==> config.mk <==
export PLATFORM = sky130hd
export DESIGN_NAME = usr_shift_sequencer
export DESIGN_NICKNAME = d
export VERILOG_FILES = /design/src/rtl/usr_shift_sequencer.sv
export SDC_FILE = /design/constraint.sdc
export NUM_CORES = 1
export LEC_CHECK = 0
export ABC_AREA = 1
export CAP_MARGIN = 0
export CELL_PAD_IN_SITES_DETAIL_PLACEMENT = 0
export CELL_PAD_IN_SITES_GLOBAL_PLACEMENT = 1
export CORE_MARGIN = 4
export CORE_UTILIZATION = 45
export DETAILED_ROUTE_END_ITERATION = 10
export DONT_BUFFER_PORTS = 1
export MAX_ROUTING_LAYER = met4
export PLACE_DENSITY_LB_ADDON = 0.3
export SETUP_SLACK_MARGIN = 0.1
export SLEW_MARGIN = 20
export SYNTH_ARGS = -nofsm -noshare
export SYNTH_HDL_FRONTEND = slang
export SYNTH_SLANG_ARGS = --single-unit
==> constraint.sdc <==
create_clock -name clk -period 3.8 [get_ports clk]
set_clock_uncertainty 0.1 [all_clocks]
set_input_delay 0.76 -clock clk [delete_from_list [all_inputs] [get_ports clk]]
set_output_delay 0.76 -clock clk [all_outputs]
set_load 0.01 [all_outputs]
==> src/rtl/usr_shift_sequencer.sv <==
// Sequencer that loads a word into a universal shift register, shifts it a commanded
// number of times and captures the result. Optional macro USR_SEQ_ERR_EN adds a sticky err flag.
module usr_shift_sequencer #(
  parameter int unsigned WIDTH = 4,
  parameter int unsigned CNT_W = 3
) (
  input  logic             clk,
  input  logic             reset,
  input  logic             start,
  input  logic             dir,
  input  logic [CNT_W-1:0] count,
  input  logic [WIDTH-1:0] load_data,
  input  logic [WIDTH-1:0] q_in,
  output logic             ready,
  output logic             busy,
  output logic [1:0]       sel,
  output logic [WIDTH-1:0] data_in,
  output logic             done,
  output logic [WIDTH-1:0] result,
  output logic             err
);

  typedef enum logic [1:0] {
    IDLE    = 2'b00,
    LOAD    = 2'b01,
    SHIFT   = 2'b10,
    CAPTURE = 2'b11
  } state_t;

  localparam logic [1:0] SEL_HOLD  = 2'b00;
  localparam logic [1:0] SEL_LEFT  = 2'b01;
  localparam logic [1:0] SEL_RIGHT = 2'b10;
  localparam logic [1:0] SEL_LOAD  = 2'b11;

  state_t           state;
  state_t           state_next;
  logic [1:0]       sel_next;
  logic             accept;
  logic             dir_q;
  logic [CNT_W-1:0] cnt;

  // State register
  always_ff @(posedge clk) begin
    if (reset) state <= IDLE;
    else       state <= state_next;
  end

  // Next state; sel is decoded from the next state so the output is registered
  always_comb begin
    state_next = state;
    sel_next   = SEL_HOLD;
    accept     = 1'b0;
    case (state)
      IDLE: begin
        if (start) begin
          accept     = 1'b1;
          state_next = LOAD;
        end
      end
      LOAD:    state_next = (cnt != '0) ? SHIFT : CAPTURE;
      SHIFT:   if (cnt == CNT_W'(1)) state_next = CAPTURE;
      CAPTURE: state_next = IDLE;
      default: state_next = IDLE;
    endcase
    case (state_next)
      LOAD:    sel_next = SEL_LOAD;
      SHIFT:   sel_next = dir_q ? SEL_RIGHT : SEL_LEFT;
      default: sel_next = SEL_HOLD;
    endcase
  end

  // Command latches, shift counter and result capture
  always_ff @(posedge clk) begin
    if (reset) begin
      sel     <= SEL_HOLD;
      ready   <= 1'b1;
      busy    <= 1'b0;
      data_in <= '0;
      dir_q   <= 1'b0;
      cnt     <= '0;
      done    <= 1'b0;
      result  <= '0;
    end else begin
      sel   <= sel_next;
      ready <= (state_next == IDLE);
      busy  <= (state_next != IDLE);
      done  <= 1'b0;
      if (accept) begin
        data_in <= load_data;
        dir_q   <= dir;
        cnt     <= count;
      end
      if (state == SHIFT) cnt <= cnt - CNT_W'(1);
      if (state == CAPTURE) begin
        result <= q_in;
        done   <= 1'b1;
      end
    end
  end

`ifdef USR_SEQ_ERR_EN
  // Sticky flag for a request made while a command is in flight
  always_ff @(posedge clk) begin
    if (reset)               err <= 1'b0;
    else if (start && !ready) err <= 1'b1;
  end
`else
  assign err = 1'b0;
`endif

endmodule

==> results.py, run 1 <==
metrics = {
    "run_status": {
        "outcome": "completed",
    },
    "synth": {
        "synth-adder-area-share_pct": 15.63,
        "yosysSeqAreaShare_pct": 43.18,
        "ys_ff_latch": 19,
        "yosys_warnings": 0,
        "synth-compound-area-share_pct": 10.23,
        "synth_top_family_by_area": "simple AND/OR/NAND/NOR gates",
        "syn_inst": 113,
        "synth_area_um2": 880.8,
        "syn-mean-instance-area_um2": 7.795,
        "synthesis.nets": 139,
        "synthMuxAreaShare_pct": 0,
        "yosysUniqueCellTypes": 16,
        "synth_xor_area_share_pct": 0,
        "synthSimpleGateAreaFrac_pct": 20.88,
    },
    "detailed_routing": {
        "wl_per_cell_um": 11.56,
        "antenna_left": 0,
        "vias": 652,
        "routed_wl_um": 1618,
        "initialDrtViolationCount": 3,
        "drc": 0,
        "vias_per_cell": 4.657,
        "drt_first_pass_iters": 4,
    },
    "sta": {
        "fin_crit_ns": 1.689,
        "fmax_ghz": 0.5922,
        "final-hold-violation-count": 0,
        "tns_ns": 0,
        "maxSlewViolCount": 0,
        "worst_slack_ns": 2.111,
        "grt_setup_unrepaired": "no",
        "setup_viol": 0,
        "finalCritPeriodShare_pct": 44.44,
    },
    "clocking": {
        "cts.sinks": 19,
        "clock-root-buffer": "clkbuf_4",
        "cts_hold_buf": 0,
        "cts.clk_slew.worst_paths_ns": 0.11,
        "clk_latency_ns": 0.29,
        "cts_resized": 0,
        "post_cts_buffers": 0,
        "numCtsBuffers": 3,
        "htreeDepth": 1,
        "cts_tree": "done",
        "cts_buffer_depth": 2,
    },
    "hold_path": {
        "hold_start": "cnt[1]",
        "min_path_type": "reg2reg",
    },
    "critical_path": {
        "cp-end-kind": "flip-flop",
        "cp_slowest_cell": "dfxtp_1",
        "arrival_ns": 1.81,
        "r2r_slack_ns": 2.11,
        "worstSetupPathType": "reg2reg",
        "timing.rr.start": "state[0]",
        "critical_path.top_delay_family": "adder cells",
        "critPathMaxStageDelay_ns": 0.35,
        "crit_fanout": 5,
        "start_kind": "flip-flop",
        "crit_buf_inv": 1,
        "cp.required_ns": 3.92,
        "critPathLaunch": "state[0]",
        "crit_top_cell": "nand2_1",
        "crit_chain": "inv_1 -> ha_1 -> nand2_1 -> nand2_1 -> nand2_1 -> ha_1 -> nor3_1",
    },
    "floorplanning": {
        "num_rows": 15,
        "start_util_pct": 49.40,
        "coreArea_mm2": 0.001783,
        "die_y_um": 52.24,
        "die-width_um": 52.24,
        "ios": 29,
        "die_area_mm2": 0.002729,
    },
    "layout": {
        "fin_area_um2": 927.1,
        "drive_gt1_share_pct": 7.826,
        "post-route-util_pct": 52.00,
        "area_growth_pct": 5.256,
        "layout.nets": 142,
        "diodes": 0,
    },
    "pwr": {
        "ir_drop_uv": 389.4,
        "leakagePower_nw": 0.4585,
        "p_per_area_mw_per_mm2": 811.2,
        "total_power_mw": 0.7521,
    },
    "global_route": {
        "grt_max_degree": 12,
        "grt_antenna_before_repair": 0,
        "grt_pass1_wl_um": 2711,
        "grt_overflow": 0,
        "first_global_vias": 635,
        "track_usage_pct": 13.71,
    },
    "flow_run": {
        "drv_cap": 0,
    },
    "placed_design": {
        "gp_congestion": 0.7652,
        "hpwl_um": 1271,
        "post_dp_cell_area_um2": 899.6,
        "post-place-ws_ns": 2.098,
        "portBuffers": 0,
    },
}
synthesized netlist by cell type (all sizes together):
| cell | n | area, um2 |
|---|---|---|
| buf | 2 | 12.51 |
| dfxtp | 19 | 380.4 |
| nor2 | 26 | 97.59 |
| nand3 | 4 | 25.02 |
| o21ai | 12 | 60.06 |
| nand2 | 13 | 56.30 |
| ha | 11 | 137.6 |
| a21oi | 6 | 30.03 |
| conb | 1 | 3.750 |
| nor3 | 1 | 5.000 |
| inv | 18 | 72.57 |
cell usage in the layout (no fill, tap or decap), drive strengths merged:
cell type and count:
clkinv 1, inv 18, nand2 13, nor2 26, nor3 1, o21ai 12, conb 1, clkbuf 3
a21oi 6, ha 11, dfxtp 19, nand3 4
flip-flops by register name, indices dropped and copies added, names as in the netlist:
name	flops
busy	1
cnt	3
data_in	4
dir_q	1
done	1
ready	1
result	4
sel	2
state	2
worst reg2reg max path, cell delays in order, from the launching register on:
cell,delay (ns)
dfxtp_1,0.35
inv_1,0.12
ha_1,0.27
nand2_1,0.08
nand2_1,0.07
nand2_1,0.10
ha_1,0.33
nor3_1,0.20
logic make-up after synthesis:
group,count (synthesis)
DFF,19
AOI/OAI and AO/OA,18
other,1
adders and majority gates,11
and+or+nand+nor,44
buffers and inverters,20
final cells by class:
type / count / area (um2)
Clock buffer: 3 / 22.52
Clock inverter: 1 / 5.005
Fill cell: 188 / 855.8
Inverter: 18 / 72.57
Multi-Input combinational cell: 74 / 415.4
Sequential cell: 19 / 380.4
Tap cell: 25 / 31.28
power by group:
part / internal (mW) / switching, mW
logic: 0.126 / 0.208
clock network: 0.0391 / 0.0595
registers: 0.266 / 0.0542
total: 0.431 / 0.321
stage by stage:
step | hold WS [ns] | std cells
2_1_floorplan | 0.3438 | 113
3_3_place_gp | 0.3648 | 136
3_5_place_dp | 0.3676 | 136
4_1_cts | 0.3841 | 140
5_1_grt | 0.3998 | 140
6_report | 0.3816 | 140
worst paths after layout:
path            end  cells past startpoint
min reg2reg  cnt[1]                      2
max          sel[0]                      7
max reg2reg  sel[0]                      7
min          cnt[1]                      2
per-layer routing:
layer,track usage (%),vias to the layer above,share of wire (%)
li1,-,349,-
met1,15.81,281,45
met2,22.80,20,47
met3,5.413,2,7.2
met4,2.553,0,0.74
met5,-,-,0
Power figures use the tool's default switching activity.
==> run 2, diff against run 1 <==
--- a/config.mk
+++ b/config.mk
@@ -10,7 +10,7 @@
 export CELL_PAD_IN_SITES_DETAIL_PLACEMENT = 0
 export CELL_PAD_IN_SITES_GLOBAL_PLACEMENT = 1
 export CORE_MARGIN = 4
-export CORE_UTILIZATION = 45
+export CORE_UTILIZATION = 42
 export DETAILED_ROUTE_END_ITERATION = 10
 export DONT_BUFFER_PORTS = 1
 export MAX_ROUTING_LAYER = met4
==> constraint.sdc (replaced) <==
create_clock -name clk -period 1.63 [get_ports clk]
set_clock_uncertainty 0.1 [all_clocks]
set_input_delay 0.326 -clock clk [delete_from_list [all_inputs] [get_ports clk]]
set_output_delay 0.326 -clock clk [all_outputs]
set_load 0.01 [all_outputs]
==> results.py, run 2 (synthesized netlist as in run 1, its figures left out) <==
metrics = {
    "run_status": {
        "outcome": "completed",
    },
    "critical_path": {
        "crit_chain": "inv_6 -> ha_4 -> inv_2 -> nand2_1 -> inv_1 -> nand2_2 -> nand2_4 -> inv_4 -> ha_4 -> a21oi_2 -> nor3_2",
        "r2r_slack_ns": 0.12,
        "crit_buf_inv": 4,
        "critPathMaxStageDelay_ns": 0.41,
        "cp_slowest_cell": "dfxtp_4",
        "cp.required_ns": 1.72,
        "start_kind": "flip-flop",
        "worstRegToRegCells": 11,
        "crit_top_cell": "ha_4",
        "timing.rr.start": "state[0]",
        "critPathLaunch": "state[0]",
        "cp.depth": 11,
        "arrival_ns": 1.60,
        "critical_path.top_delay_family": "flip-flops",
        "worstSetupPathType": "reg2reg",
        "cp-end-kind": "flip-flop",
        "crit_fanout": 4,
        "r2r_end": "sel[0]",
    },
    "detailed_routing": {
        "vias": 716,
        "drc": 0,
        "antenna_left": 0,
        "vias_per_cell": 4.773,
        "wl_per_cell_um": 13.27,
        "routed_wl_um": 1991,
        "initialDrtViolationCount": 15,
        "drt_first_pass_iters": 4,
    },
    "pwr": {
        "power_frac_seq_pct": 31.8,
        "switching_share_pct": 43.84,
        "total_power_mw": 2.510,
        "power.clock.fraction_pct": 9.9,
        "ir_drop_uv": 1281,
        "switchingPower_mw": 1.100,
        "p_per_area_mw_per_mm2": 2178,
        "leakagePower_nw": 0.4995,
        "p_int_mw": 1.410,
        "p_comb_share_pct": 58.3,
    },
    "global_route": {
        "grt_use_met2_pct": 22.58,
        "grt_max_degree": 13,
        "globalRouteMet1Util_pct": 16.95,
        "grt_overflow": 0,
        "grt_antenna_before_repair": 0,
        "grt_pass1_wl_um": 2918,
        "grt.busiest_layer": "met2",
        "grtUsageMet3_pct": 3.878,
        "track_usage_pct": 14.45,
        "first_global_vias": 711,
    },
    "layout": {
        "fillCellCount": 170,
        "ff_latch_area_um2": 387.9,
        "post-route-util_pct": 58.14,
        "layout_common_cells": "nor2_1, dfxtp_1, o21ai_0",
        "fin_area_mm2": 0.001152,
        "layout.nets": 150,
        "layout.cells.non_filler": 150,
        "layout_commonest_cell": "nor2_1",
        "area_growth_pct": 30.82,
        "multi_input_area_um2": 553.0,
        "largestRegisters": "data_in (4), result (4), cnt (3)",
        "diodes": 0,
        "drive_gt1_share_pct": 37.40,
    },
    "clocking": {
        "htreeDepth": 1,
        "cts_tree": "done",
        "cts_buffer_depth": 2,
        "clk_latency_ns": 0.30,
        "cts.clk_slew.worst_paths_ns": 0.11,
        "clock-root-buffer": "clkbuf_4",
        "cts.sinks": 19,
        "numCtsBuffers": 3,
    },
    "hold_path": {
        "min_path_type": "in2reg",
        "hold_start": "reset",
        "hold_end": "sel[1]",
        "timing.hold.worst_path_depth": 3,
    },
    "sta": {
        "setup_viol": 0,
        "grt_setup_unrepaired": "yes",
        "maxSlewViolCount": 0,
        "fin_crit_ns": 1.510,
        "final-hold-violation-count": 0,
        "tns_ns": 0,
        "fmax_ghz": 0.6620,
        "finalCritPeriodShare_pct": 92.67,
    },
    "placed_design": {
        "post_dp_cell_area_um2": 920.9,
        "gp_congestion": 0.6969,
        "hpwl_um": 1277,
        "post-place-cells": 140,
        "portBuffers": 0,
    },
    "floorplanning": {
        "coreArea_mm2": 0.001982,
        "start_util_pct": 44.44,
        "die_y_um": 53.80,
        "die_area_mm2": 0.002894,
        "die-width_um": 53.80,
        "num_rows": 16,
        "ios": 29,
    },
    "flow_run": {
        "drv_cap": 0,
    },
}
## run 2: through the flow
stage / hold WS, ns / setup slack, ns
after floorplan: 0.3438 / 0.1280
after global placement: 0.2976 / 0.02725
after detailed placement: 0.3005 / 0.007644
after CTS: 0.04935 / 0.1033
after global routing: 0.04944 / 0.03461
final: 0.04565 / 0.1195
## run 2: worst register-to-register path, cell delays in order (launching register included)
cell	delay [ns]
dfxtp_4	0.41
inv_6	0.05
ha_4	0.16
inv_2	0.04
nand2_1	0.05
inv_1	0.07
nand2_2	0.07
nand2_4	0.09
inv_4	0.04
ha_4	0.15
a21oi_2	0.12
nor3_2	0.04
## run 2: final cells by class
class	instances	area share (%)
multi-input cells	74	47.99
flip-flops and latches	19	33.66
inverters	18	7.383
repair buffers	8	5.429
well taps	27	2.932
clock buffers	3	1.954
clock inverters	1	0.6515
## run 2: timing repair
item	CTS	global route
hold buffers	1	0
buffers inserted	3	2
pin swaps	2	12
gates resized for setup	13	30
hold endpoints to repair	7	0
endpoints found under the setup margin	2	4
## run 2: worst max path at each step
| stage | to | slack [ns] |
|---|---|---|
| global route | sel[0] | 0.03 |
| finish | sel[0] | 0.12 |
| global placement | sel[1] | 0.03 |
| detailed placement | sel[1] | 0.008 |
| floorplan | sel[1] | 0.13 |
| CTS | sel[0] | 0.10 |
## run 2: metal layers
metal	up-vias	wire length, um
met5	-	0
met4	0	23
met3	4	108
met2	17	1006
met1	327	852
li1	368	-
## run 2: power groups by stage
| stage | logic [mW] | clock network (mW) | registers (mW) |
|---|---|---|---|
| final | 1.46 | 0.248 | 0.799 |
| after global routing | 1.63 | 0.276 | 0.818 |
| after CTS | 1.02 | 0.257 | 0.761 |
| after detailed placement | 0.824 | 0 | 0.763 |
| after global placement | 0.806 | 0 | 0.763 |
| after floorplan | 0.652 | 0 | 0.740 |
